File: src/rtl/stream_classifier_pkg.sv
// Shared types and helpers for the stream classifier harness.
//   state_t    : harness FSM states (COLLECT -> WAIT -> HOLD -> COLLECT)
//   clog2_min1 : $clog2 clamped to at least 1 bit, used to size the
//                attribute index (IDX_W) and the latency counter (LAT_W)
package stream_classifier_pkg;

  typedef enum logic [1:0] {
    COLLECT = 2'd0,
    WAIT    = 2'd1,
    HOLD    = 2'd2
  } state_t;

  function automatic int clog2_min1(input int n);
    int w;
    w = $clog2(n);
    return (w < 1) ? 1 : w;
  endfunction

endpackage

File: src/rtl/sat_counter.sv
// Saturating up-counter with synchronous clear.
// Ports:
//   clk, rst : clock, asynchronous active-high reset
//   clr      : synchronous clear, wins over inc
//   inc      : increment request (ignored once count is all ones)
//   count    : current value
module sat_counter #(
  parameter int WIDTH = 16
) (
  input  logic             clk,
  input  logic             rst,
  input  logic             clr,
  input  logic             inc,
  output logic [WIDTH-1:0] count
);

  always_ff @(posedge clk or posedge rst) begin
    if (rst) begin
      count <= '0;
    end else if (clr) begin
      count <= '0;
    end else if (inc && (count != {WIDTH{1'b1}})) begin
      count <= count + WIDTH'(1);
    end
  end

endmodule

File: src/rtl/stream_classifier_harness.sv
// Feeds a flat-input classifier from a beat-serial attribute stream, waits
// the classifier latency, returns the result over valid/ready and scores it
// against a golden label.
// Ports:
//   s_valid/s_ready/s_data/s_last/s_label : attribute stream in (label on last beat)
//   cls_inp / cls_out                     : classifier input vector / result
//   m_valid/m_ready/m_result/m_match      : result handoff
//   clr_cnt                               : synchronous clear of statistics
//   sample_cnt/match_cnt/err_framing      : statistics and sticky framing error
//
// Handshakes: a transfer happens on a rising clk edge where valid and ready
// are both 1. Valid, once raised, holds with its payload stable until that
// edge; ready may be driven combinationally from the state.
module stream_classifier_harness
  import stream_classifier_pkg::*;
#(
  parameter int NUM_A       = 9,
  parameter int WIDTH_A     = 4,
  parameter int OUTWIDTH    = 22,
  parameter int CLS_LATENCY = 0,
  parameter int CNT_W       = 16
) (
  input  logic                     clk,
  input  logic                     rst,
  input  logic                     s_valid,
  output logic                     s_ready,
  input  logic [WIDTH_A-1:0]       s_data,
  input  logic                     s_last,
  input  logic [OUTWIDTH-1:0]      s_label,
  output logic [NUM_A*WIDTH_A-1:0] cls_inp,
  input  logic [OUTWIDTH-1:0]      cls_out,
  output logic                     m_valid,
  input  logic                     m_ready,
  output logic [OUTWIDTH-1:0]      m_result,
  output logic                     m_match,
  input  logic                     clr_cnt,
  output logic [CNT_W-1:0]         sample_cnt,
  output logic [CNT_W-1:0]         match_cnt,
  output logic                     err_framing
);

  localparam int IDX_W = clog2_min1(NUM_A);
  localparam int LAT_W = clog2_min1(CLS_LATENCY + 1);

  state_t              state, state_nxt;
  logic [IDX_W-1:0]    idx;
  logic [LAT_W-1:0]    wait_cnt;
  logic [OUTWIDTH-1:0] label;
  logic                beat, last_slot, frame_err, good_last, lat_done, handoff;

  assign beat      = s_valid && (state == COLLECT);
  assign last_slot = (idx == IDX_W'(NUM_A - 1));
  // s_last must coincide exactly with the final slot; anything else is a framing error
  assign frame_err = beat && (s_last != last_slot);
  assign good_last = beat && s_last && last_slot;
  assign lat_done  = (wait_cnt == LAT_W'(CLS_LATENCY));
  assign handoff   = (state == HOLD) && m_ready;

  always_ff @(posedge clk or posedge rst) begin
    if (rst) state <= COLLECT;
    else     state <= state_nxt;
  end

  always_comb begin
    state_nxt = state;
    s_ready   = 1'b0;
    m_valid   = 1'b0;
    case (state)
      COLLECT: begin
        s_ready = 1'b1;
        if (good_last) state_nxt = WAIT;
      end
      WAIT: begin
        if (lat_done) state_nxt = HOLD;
      end
      HOLD: begin
        m_valid = 1'b1;
        if (m_ready) state_nxt = COLLECT;
      end
      default: state_nxt = COLLECT;
    endcase
  end

  // Attribute assembly, label capture and latency counting
  always_ff @(posedge clk or posedge rst) begin
    if (rst) begin
      idx      <= '0;
      cls_inp  <= '0;
      label    <= '0;
      wait_cnt <= '0;
      m_result <= '0;
      m_match  <= 1'b0;
    end else begin
      case (state)
        COLLECT: begin
          wait_cnt <= '0;
          if (beat) begin
            for (int i = 0; i < NUM_A; i++) begin
              if (idx == IDX_W'(i)) cls_inp[i*WIDTH_A +: WIDTH_A] <= s_data;
            end
            if (frame_err || good_last) idx <= '0;
            else                        idx <= idx + IDX_W'(1);
            if (good_last) label <= s_label;
          end
        end
        WAIT: begin
          wait_cnt <= wait_cnt + LAT_W'(1);
          if (lat_done) begin
            m_result <= cls_out;
            m_match  <= (cls_out == label);
          end
        end
        default: ;
      endcase
    end
  end

  always_ff @(posedge clk or posedge rst) begin
    if (rst)            err_framing <= 1'b0;
    else if (clr_cnt)   err_framing <= 1'b0;
    else if (frame_err) err_framing <= 1'b1;
  end

  sat_counter #(.WIDTH(CNT_W)) u_sample_cnt (
    .clk   (clk),
    .rst   (rst),
    .clr   (clr_cnt),
    .inc   (handoff),
    .count (sample_cnt)
  );

  sat_counter #(.WIDTH(CNT_W)) u_match_cnt (
    .clk   (clk),
    .rst   (rst),
    .clr   (clr_cnt),
    .inc   (handoff && m_match),
    .count (match_cnt)
  );

endmodule

File: config.mk
export PLATFORM = sky130hd
export DESIGN_NAME = stream_classifier_harness
export DESIGN_NICKNAME = d
export VERILOG_FILES = /design/src/rtl/stream_classifier_pkg.sv /design/src/rtl/sat_counter.sv /design/src/rtl/stream_classifier_harness.sv
export SDC_FILE = /design/constraint.sdc
export NUM_CORES = 1
export LEC_CHECK = 0
export CAP_MARGIN = 20
export CORE_UTILIZATION = 40
export CTS_BUF_LIST = sky130_fd_sc_hd__clkbuf_16
export DETAILED_ROUTE_END_ITERATION = 6
export GPL_ROUTABILITY_DRIVEN = 0
export GPL_TIMING_DRIVEN = 0
export PLACE_DENSITY = 0.8
export REMOVE_ABC_BUFFERS = 1
export SETUP_SLACK_MARGIN = 0.3
export SYNTH_ARGS = -nofsm -noshare
export SYNTH_HDL_FRONTEND = slang
export SYNTH_SLANG_ARGS = --single-unit
File: constraint.sdc
create_clock -name clk -period 3.9 [get_ports clk]
set_input_delay 0.975 -clock clk [delete_from_list [all_inputs] [get_ports clk]]
set_output_delay 0.975 -clock clk [all_outputs]
set_load 0.02 [all_outputs]
==> results.yml <==
drt:
  drtPass1Iterations: 5
  antenna_left: 0
  avgViaCountPerCell: 5.345
  first_iter_violations: 286
  wl_um: 13450
  num_vias: 4297
  drc: 0
  wl_per_cell_um: 16.73
logic_synthesis:
  synth_edf_count: 0
  avgSynthCellArea_um2: 12.45
  dominantRegCellSynth: "dfrtp_1"
  synth_cells: 457
  ys_ff_latch: 121
  seq_area_frac_synth_pct: 53.23
  synth_area_mm2: 0.005688
  yosys_warnings: 0
  synth.distinct_cells: 44
  async_reset_ff_share_pct: 100.0
pwr:
  pwr_density_cell_mw_per_mm2: 630.3
  irDropWorstVdd_uv: 397.0
  power.leakage_nw: 3.385
final_layout:
  diodes: 0
  fillers: 1150
  drive_above_1_share_pct: 20.19
  layout.nets: 671
  final_area_mm2: 0.007925
  seq_area_mm2: 0.003028
  area_growth_pct: 39.33
  multi_input_area_mm2: 0.002542
setup_path:
  critPathKind: "flip-flop to primary output"
  r2r-start: "state[1]$_DFFE_PP0P_"
  crit_fanout: 9
  crit_arrival_ns: 1.78
  reg2reg_to: "label[1]$_DFFE_PP0P_"
  crit_path_top_delay_cell: "clkdlybuf4s50_1"
  cp_top_family: "buffers and inverters"
  startpoint_type: "flip-flop"
  cp_num_buf_inv: 1
  reg2reg_setup_slack_ns: 1.76
  max_stage_delay_ns: 0.65
  cp.required_ns: 2.92
  worstSetupEndpointType: "primary output"
  worstRegToRegCells: 4
  crit_path_cell_trace: "nor2b_1 > clkdlybuf4s50_1"
floorplanning:
  die_h_um: 121.2
  start_util_pct: 40.98
  die_w_um: 121.2
  ios: 148
  coreArea_mm2: 0.01388
  die_area_mm2: 0.01470
  rows: 43
grt:
  overflow: 0
  grtUsageTotal_pct: 19.21
  grt_pass1_vias: 4396
  antenna_found_initial: 0
  grt_max_degree: 76
  grt_pass1_wl_um: 21760
timing:
  finalSetupTns_ns: 0
  whs_ns: 0.5005
  slew_viol_final: 0
  max_freq_mhz: 362.6
  max_slew_margin_pct: 32.27
  fin_ws_ns: 1.142
  setup_viol: 0
  fin_skew_ns: 0.006195
  finalCriticalPeriod_ns: 2.758
  period_share_pct: 70.71
  worst_pin_slew_ns: 1.007
  hold_violations: 0
  rsz0062_at_grt: "no"
flow_run:
  max_cap_viol_count: 0
place:
  hpwl_um: 9701
  numPortBuffers: 147
  dpl_worst_slack_ns: 0.8231
  place_area_mm2: 0.007375
clocking:
  numCtsBuffers: 17
  cts_hold_buffers: 0
  cts_tree: "built"
  clk_pin_slew_worst_paths_ns: 0.05
  cts_setup_buffers: 0
  clk_path_buf_depth: 2
  cts_max_level: 4
  cts.repair.resized: 0
  cts-root-buf: "clkbuf_16"
  insertion_delay_ns: 0.41
  cts_sinks: 121
worst_hold_path:
  min_path_type: "flip-flop to flip-flop"
  holdPathEnd: "cls_inp[1]$_DFFE_PP0P_"
  holdCritStartpoint: "cls_inp[1]$_DFFE_PP0P_"
  hold_depth: 1
run_status:
  status: "finished clean"
stage by stage:
stage	util (%)	std cells	power (W)
detailed placement	53.13	772	0.003577
finish	57.09	804	0.004995
global route	57.09	804	0.005205
floorplan	-	442	0.002765
global placement	52.54	769	0.003497
CTS	57.06	804	0.005043
power breakdown:
part | internal (W) | switching [W]
registers | 0.00164 | 0.000240
clock network | 0.000915 | 0.000529
logic | 0.000936 | 0.000739
placed cells by master (no fill, tap or decap), types with 4 or more instances in the layout:
cell / instances
clkdlybuf4s50_1: 147
dfrtp_1: 121
mux2_2: 70
nand2_1: 25
a21oi_1: 23
mux2_4: 19
clkbuf_16: 17
nor2_1: 15
xnor2_1: 15
or4_1: 14
inv_1: 13
o31ai_1: 13
nand4_1: 11
nor2b_1: 10
nand3_1: 9
or3_1: 8
xor2_1: 8
and4_1: 7
o21ai_0: 7
nor4_1: 7
ha_1: 6
clkinv_2: 6
nand2b_1: 5
and3_1: 4
nor3_1: 4
sequential cells by signal, indices dropped and copies added, names as in the netlist:
| name | flops |
|---|---|
| label | 22 |
| state | 2 |
| idx | 4 |
| err_framing | 1 |
| u_sample_cnt.count | 16 |
| wait_cnt | 1 |
| m_match | 1 |
| cls_inp | 36 |
| m_result | 22 |
| u_match_cnt.count | 16 |
synthesized netlist by cell type, types with 4 or more instances:
cell type / n / area [µm²]
nor3_1: 5 / 25.02
nor2_1: 15 / 56.30
o21ai_0: 7 / 35.03
dfrtp_1: 121 / 3028
nor4_1: 7 / 43.79
inv_1: 10 / 37.54
or4_1: 14 / 105.1
nor2b_1: 10 / 62.56
clkbuf_1: 7 / 26.28
xor2_1: 8 / 70.07
a21oi_1: 23 / 115.1
nand2_1: 25 / 93.84
or3_1: 8 / 50.05
xnor2_1: 15 / 131.4
buf_2: 4 / 20.02
and4_1: 7 / 61.31
mux2_4: 19 / 285.3
ha_1: 6 / 75.07
nand3_1: 9 / 45.04
buf_6: 4 / 45.04
nand2b_1: 5 / 31.28
mux2_2: 70 / 788.3
o31ai_1: 13 / 97.59
nand4_1: 11 / 68.82
and3_1: 4 / 25.02
how the worst max path moves through the flow:
stage	startpoint	endpoint	slack, ns	cells past startpoint
final	state[1]$_DFFE_PP0P_	m_valid	1.14	2
after CTS	state[1]$_DFFE_PP0P_	m_valid	1.12	2
after global routing	state[1]$_DFFE_PP0P_	m_valid	1.02	2
after floorplan	rst	cls_inp[0]$_DFFE_PP0P_	-0.29	1
after global placement	rst	cls_inp[21]$_DFFE_PP0P_	-1.89	2
after detailed placement	s_valid	label[11]$_DFFE_PP0P_	0.82	5
worst reg2reg max path: cells and delay by family (launching register included):
family | cells | cell delay (ns)
AND/OR/NAND/NOR | 3 | 1.15
flip-flops | 1 | 0.47
multiplexers | 1 | 0.40
metal layers:
metal  global-route usage (%)  part of all wire [%]  wire, µm
met5                        0                     0         0
met4                    6.404                   1.7       232
met3                    6.579                   5.7       767
met2                    33.11                    52      7004
met1                    22.19                    40      5443
layout make-up:
| class | count | share of cell area [%] |
|---|---|---|
| Clock inverter | 15 | 1.516 |
| Multi-Input combinational cell | 311 | 32.08 |
| Tap cell | 180 | 2.842 |
| Sequential cell | 121 | 38.21 |
| Clock buffer | 17 | 5.368 |
| Timing Repair Buffer | 150 | 19.45 |
| Inverter | 10 | 0.5368 |
cells by family after synthesis:
family	count (synthesis)	share of synthesized area (%)
AO/OA/AOI/OAI	56	6.071
adder cells (fa/ha/maj)	6	1.320
AND/OR/NAND/NOR	135	14.34
flip-flops	121	53.23
XOR/XNOR	23	3.542
multiplexers	91	19.23
buffers and inverters	25	2.266
Note: power is estimated with default switching activity, not from simulation.
